--- src/rtl/pipeline_ctrl_pkg.sv ---
// Shared types and constants for the pipeline stall/flush sequencer.
package pipeline_ctrl_pkg;

  typedef enum logic [1:0] {RUN, MEM_WAIT, MDU_WAIT, ERROR} ctrl_state_t;

  localparam int unsigned STG_F = 0;
  localparam int unsigned STG_D = 1;
  localparam int unsigned STG_E = 2;
  localparam int unsigned STG_M = 3;
  localparam int unsigned STG_W = 4;

  localparam int unsigned DEFAULT_TIMEOUT = 64;

endpackage

--- src/rtl/pipeline_ctrl_wait_timer.sv ---
// Wait-state watchdog: clearable up-counter that saturates at TIMEOUT-1 and flags expiry.
module pipeline_ctrl_wait_timer #(
  parameter int unsigned TIMEOUT = 64
) (
  input  logic clk,
  input  logic rst,
  input  logic clear,
  input  logic enable,
  output logic expired
);

  localparam int unsigned W = $clog2(TIMEOUT);

  logic [W-1:0] cnt_q;

  assign expired = (cnt_q == W'(TIMEOUT - 1));

  always_ff @(posedge clk) begin
    if (rst || clear) begin
      cnt_q <= '0;
    end else if (enable && !expired) begin
      cnt_q <= cnt_q + W'(1);
    end
  end

endmodule

--- src/rtl/pipeline_ctrl.sv ---
// Stall/flush sequencer for the 5-stage pipeline with a wait-state watchdog.
// Optional performance counters are built when PERF_CNT_EN is defined.
module pipeline_ctrl
  import pipeline_ctrl_pkg::*;
#(
  parameter int unsigned TIMEOUT = DEFAULT_TIMEOUT,
  parameter int unsigned CNT_W   = 32
) (
  input  logic             clk,
  input  logic             rst,
  input  logic             LoadUseE,
  input  logic             RedirectE,
  input  logic             DMissM,
  input  logic             DReadyM,
  input  logic             MduStartE,
  input  logic             MduDoneE,
  output logic             StallF,
  output logic             StallD,
  output logic             StallE,
  output logic             StallM,
  output logic             FlushD,
  output logic             FlushE,
  output logic             FlushM,
  output logic             FlushW,
  output logic             Error,
  output logic [CNT_W-1:0] StallCycles,
  output logic [CNT_W-1:0] FlushCount
);

  ctrl_state_t state_q, state_d;

  logic [STG_M:STG_F] stall;
  logic [STG_W:STG_D] flush;
  logic               redirect_taken;
  logic               timer_en;
  logic               expired;

  always_comb begin
    state_d        = state_q;
    stall          = '0;
    flush          = '0;
    redirect_taken = 1'b0;
    timer_en       = 1'b0;
    if (rst) begin
      flush   = '1;
      state_d = RUN;
    end else begin
      unique case (state_q)
        RUN: begin
          // A miss or mdu op that completes in the same cycle needs no wait.
          if (DMissM && !DReadyM) begin
            stall        = '1;
            flush[STG_W] = 1'b1;
            state_d      = MEM_WAIT;
          end else if (MduStartE && !MduDoneE) begin
            stall[STG_E:STG_F] = '1;
            flush[STG_M]       = 1'b1;
            state_d            = MDU_WAIT;
          end else if (RedirectE) begin
            flush[STG_E:STG_D] = '1;
            redirect_taken     = 1'b1;
          end else if (LoadUseE) begin
            stall[STG_D:STG_F] = '1;
            flush[STG_E]       = 1'b1;
          end
        end
        MEM_WAIT: begin
          timer_en = 1'b1;
          if (DReadyM) begin
            state_d = RUN;
          end else begin
            stall        = '1;
            flush[STG_W] = 1'b1;
            if (expired) state_d = ERROR;
          end
        end
        MDU_WAIT: begin
          timer_en = 1'b1;
          if (MduDoneE) begin
            state_d = RUN;
          end else begin
            stall[STG_E:STG_F] = '1;
            flush[STG_M]       = 1'b1;
            if (expired) state_d = ERROR;
          end
        end
        ERROR: begin
          stall = '1;
        end
      endcase
    end
  end

  always_ff @(posedge clk) begin
    if (rst) state_q <= RUN;
    else     state_q <= state_d;
  end

  // Timer is held clear in RUN so it starts from zero on every wait entry.
  pipeline_ctrl_wait_timer #(
    .TIMEOUT(TIMEOUT)
  ) u_wait_timer (
    .clk    (clk),
    .rst    (rst),
    .clear  (state_q == RUN),
    .enable (timer_en),
    .expired(expired)
  );

  assign StallF = stall[STG_F];
  assign StallD = stall[STG_D];
  assign StallE = stall[STG_E];
  assign StallM = stall[STG_M];
  assign FlushD = flush[STG_D];
  assign FlushE = flush[STG_E];
  assign FlushM = flush[STG_M];
  assign FlushW = flush[STG_W];
  assign Error  = (state_q == ERROR);

`ifdef PERF_CNT_EN
  logic [CNT_W-1:0] stall_cnt_q;
  logic [CNT_W-1:0] flush_cnt_q;

  always_ff @(posedge clk) begin
    if (rst) begin
      stall_cnt_q <= '0;
      flush_cnt_q <= '0;
    end else begin
      if (|stall)         stall_cnt_q <= stall_cnt_q + CNT_W'(1);
      if (redirect_taken) flush_cnt_q <= flush_cnt_q + CNT_W'(1);
    end
  end

  assign StallCycles = stall_cnt_q;
  assign FlushCount  = flush_cnt_q;
`else
  logic unused_redirect;
  assign unused_redirect = redirect_taken;
  assign StallCycles     = '0;
  assign FlushCount      = '0;
`endif

endmodule
--- config.mk ---
export PLATFORM = sky130hd
export DESIGN_NAME = pipeline_ctrl
export DESIGN_NICKNAME = d
export VERILOG_FILES = /design/src/rtl/pipeline_ctrl_pkg.sv /design/src/rtl/pipeline_ctrl_wait_timer.sv /design/src/rtl/pipeline_ctrl.sv
export SDC_FILE = /design/constraint.sdc
export NUM_CORES = 1
export LEC_CHECK = 0
export ABC_CLOCK_PERIOD_IN_PS = 1900
export CORE_AREA = 2 2 60 62
export DETAILED_ROUTE_END_ITERATION = 10
export DIE_AREA = 0 0 62 64
export GPL_TIMING_DRIVEN = 0
export PLACE_DENSITY = 0.83
export SLEW_MARGIN = 20
export SYNTH_ARGS = -nofsm -noshare
export SYNTH_HDL_FRONTEND = slang
export SYNTH_SLANG_ARGS = --single-unit
--- constraint.sdc ---
create_clock -name clk -period 1.9 [get_ports clk]
set_input_delay 0.38 -clock clk [delete_from_list [all_inputs] [get_ports clk]]
set_output_delay 0.38 -clock clk [all_outputs]
set_load 0.01 [all_outputs]
==> results_dict.tcl <==
set metrics [dict create \
    dieArea_um2 3970 \
    synth_top_area_share_pct 44.6 \
    fillCellCount 314 \
    synth.most_common_cell "buf_4" \
    r2r_end "u_wait_timer.cnt_q[2]$_SDFFE_PP0P_" \
    pre_cts_slack_ns -0.606 \
    grt_pass1_vias 848 \
    hold_depth 2 \
    die_x_um 62 \
    crit_chain "buf_6, ha_4, inv_4, o22ai_4, o31ai_4, a21oi_2, buf_4, buf_6" \
    total_leakage_power_uw 0.000960 \
    power_density_nw_per_um2 823 \
    rows 21 \
    clockRootBuffer "clkbuf_4" \
    synth.cell_area_um2 1090 \
    place_hpwl_um 1700 \
    drt_iter0_markers 30 \
    num_vias 974 \
    ant_nets 0 \
    synth.avg_cell_area_um2 7.76 \
    worstPathRequired_ns 1.52 \
    cap_violations 0 \
    synth.distinct_cells 36 \
    hold_viol_final 0 \
    grt_first_pass_wirelength_um 3360 \
    finalSetupViolations 1 \
    cts_buffer_depth 2 \
    multi_input_area_um2 724 \
    routed_wl_um 2230 \
    cp-start-kind "flip-flop" \
    h-tree-depth 1 \
    post-synth-top-area-cell "buf_4" \
    io_pins 81 \
    path_class "reg2out" \
    violations "setup timing" \
    timing.rr.start "state_q[1]$_SDFFE_PP0P_" \
    clkTransAtPathRegs_ns 0.05 \
    synth_edf_count 0 \
    max_stage_delay_ns 0.35 \
    core-area_um2 3280 \
    grt_max_degree 11 \
    die_h_um 64 \
    slew_viol_final 0 \
    end_kind "output pin" \
    min_to "u_wait_timer.cnt_q[5]$_SDFFE_PP0P_" \
    path_common_cell "buf_6" \
    cts_buffers 3 \
    rsz0062_at_grt "true" \
    place_area_um2 1550 \
    crit_path_top_delay_cell "dfxtp_4" \
    drc 0 \
    reg2reg_depth 7 \
    grt_overflow 0 \
    via_per_inst 3.52 \
    synthCells 141 \
    drive_above_1_share_pct 45.9 \
    ys.flop_type "dfxtp_1" \
    port_buffers 16 \
    worstHoldStart "u_wait_timer.cnt_q[5]$_SDFFE_PP0P_" \
    areaGrowthSynthToFinish_pct 55.0 \
    synth_area_leaders "buf_4 45%, dfxtp_1 15%, ha_1 5.7%, xor2_1 3.2%, nor2_1 3.1%" \
    detail_route.wl_per_cell_um 8.05 \
    grt_util_all_layers_pct 10.8 \
    setup_ws_ns -0.0637 \
    worstPathMaxFanout 2 \
    finalCritPeriodShare_pct 103 \
    detail_route.first_pass.iterations 4 \
    initial_core_util_pct 33.3 \
    final_area_um2 1700 \
    status "complete, but fails checks" \
    ys_ff_latch 8 \
    cts_tree "done" \
    vdd_drop_max_uv 325 \
    clock-skew-final_ns 0.00227 \
    register_area_um2 168 \
    crit_arrival_ns 1.58 \
    clk_latency_ns 0.25 \
    gp_congestion 0.788 \
    cts_num_sinks 8 \
    hp-class "reg2reg" \
    seq_area_frac_synth_pct 14.6 \
    r2r_setup_slack_ns 0.37 \
    min_period_ns 1.96 \
    ys_top_cells_by_count "65 x buf_4, 9 x nor2_1, 8 x dfxtp_1" \
    max_freq_ghz 0.509 \
    synthArstFlopShare_pct 0 \
    antenna_found_initial 0 \
    diodes 0 \
    synth-warning-count 0 \
    final_nets 246 \
]
cells by family (layout without fill, tap and decap cells):
group / count (synthesis) / count (layout) / share of synthesized area [%]
other: 1 / 64 / 0.343
AND/OR/NAND/NOR: 27 / 27 / 13.8
multiplexers: 1 / 1 / 0.915
flip-flops: 8 / 8 / 14.6
adder cells (fa/ha/maj): 5 / 5 / 5.72
buffers and inverters: 74 / 101 / 48.5
XOR/XNOR: 4 / 4 / 3.20
AO/OA/AOI/OAI: 21 / 21 / 12.8
stage by stage:
stage | power (uW) | std cells | hold WS, ns | util [%] | TNS, ns
after floorplan | 794 | 204 | 0.458 | - | 0
after global placement | 971 | 266 | 0.475 | 47.1 | -3.49
after detailed placement | 980 | 266 | 0.495 | 47.1 | -3.58
after CTS | 1340 | 275 | 0.504 | 51.5 | -0.128
after global routing | 1500 | 277 | 0.541 | 51.6 | -0.264
final | 1400 | 277 | 0.497 | 51.6 | -0.0637
worst max-delay path by stage:
| stage | startpoint | end | depth (start not counted) |
|---|---|---|---|
| floorplan | state_q[0]$_SDFFE_PP0P_ | StallF | 6 |
| global placement | DReadyM | FlushE | 6 |
| detailed placement | DReadyM | FlushE | 6 |
| CTS | state_q[1]$_SDFFE_PP0P_ | FlushE | 7 |
| global route | state_q[0]$_SDFFE_PP0P_ | StallF | 8 |
| finish | state_q[0]$_SDFFE_PP0P_ | StallF | 8 |
cell usage in the layout, fill, tap and decap left out, types with 2 or more instances in the layout:
| cell type | instances |
|---|---|
| buf_4 | 73 |
| conb_1 | 64 |
| nor2_1 | 9 |
| dlygate4sd2_1 | 6 |
| dfxtp_1 | 6 |
| buf_2 | 5 |
| o21ai_0 | 4 |
| xor2_1 | 4 |
| inv_4 | 3 |
| buf_6 | 3 |
| a21oi_1 | 3 |
| nand2_1 | 3 |
| ha_4 | 3 |
| clkbuf_4 | 3 |
| nand2b_4 | 2 |
| a31oi_1 | 2 |
| inv_1 | 2 |
| a21oi_2 | 2 |
| o221ai_1 | 2 |
| nand4_1 | 2 |
| nand3_1 | 2 |
| ha_1 | 2 |
| clkbuf_2 | 2 |
| clkdlybuf4s50_1 | 2 |
| dfxtp_4 | 2 |
layout make-up:
| class | count | area share, % |
|---|---|---|
| Clock buffer | 3 | 1.33 |
| Sequential cell | 8 | 9.89 |
| Buffer | 67 | 29.7 |
| Timing Repair Buffer | 25 | 11.2 |
| Tap cell | 46 | 3.39 |
| Inverter | 6 | 1.77 |
| Multi-Input combinational cell | 122 | 42.7 |
critical path, delay by kind of cell, from the launching register on:
family,cells,cell delay (ns)
buffers and inverters,4,0.42
AOI/OAI and AO/OA,3,0.39
DFF,1,0.35
adders and majority gates,1,0.16
repair_timing:
item / 4_1_cts / 5_1_grt
gates cloned: 0 / 0
gates resized for setup: 58 / 8
setup endpoints to repair: 8 / 7
buffers inserted: 6 / 3
pin swaps: 3 / 3
hold buffers: 0 / 0
routing by layer:
metal	GRT usage (%)	vias up	wire, um
met4	4.26	0	12
met3	2.23	4	238
met1	10.7	396	784
li1	-	520	-
met2	20.6	54	1200
met5	0	-	0
power breakdown:
group	switching [uW]	internal, uW
Clock	57.0	72.2
Sequential	28.6	201
Combinational	494	542
Total	579	816
sequential cells by signal (all words and copies together) (netlist names):
name and count:
u_wait_timer.cnt_q 6, state_q 2
Note: power is estimated with default switching activity, not from simulation.
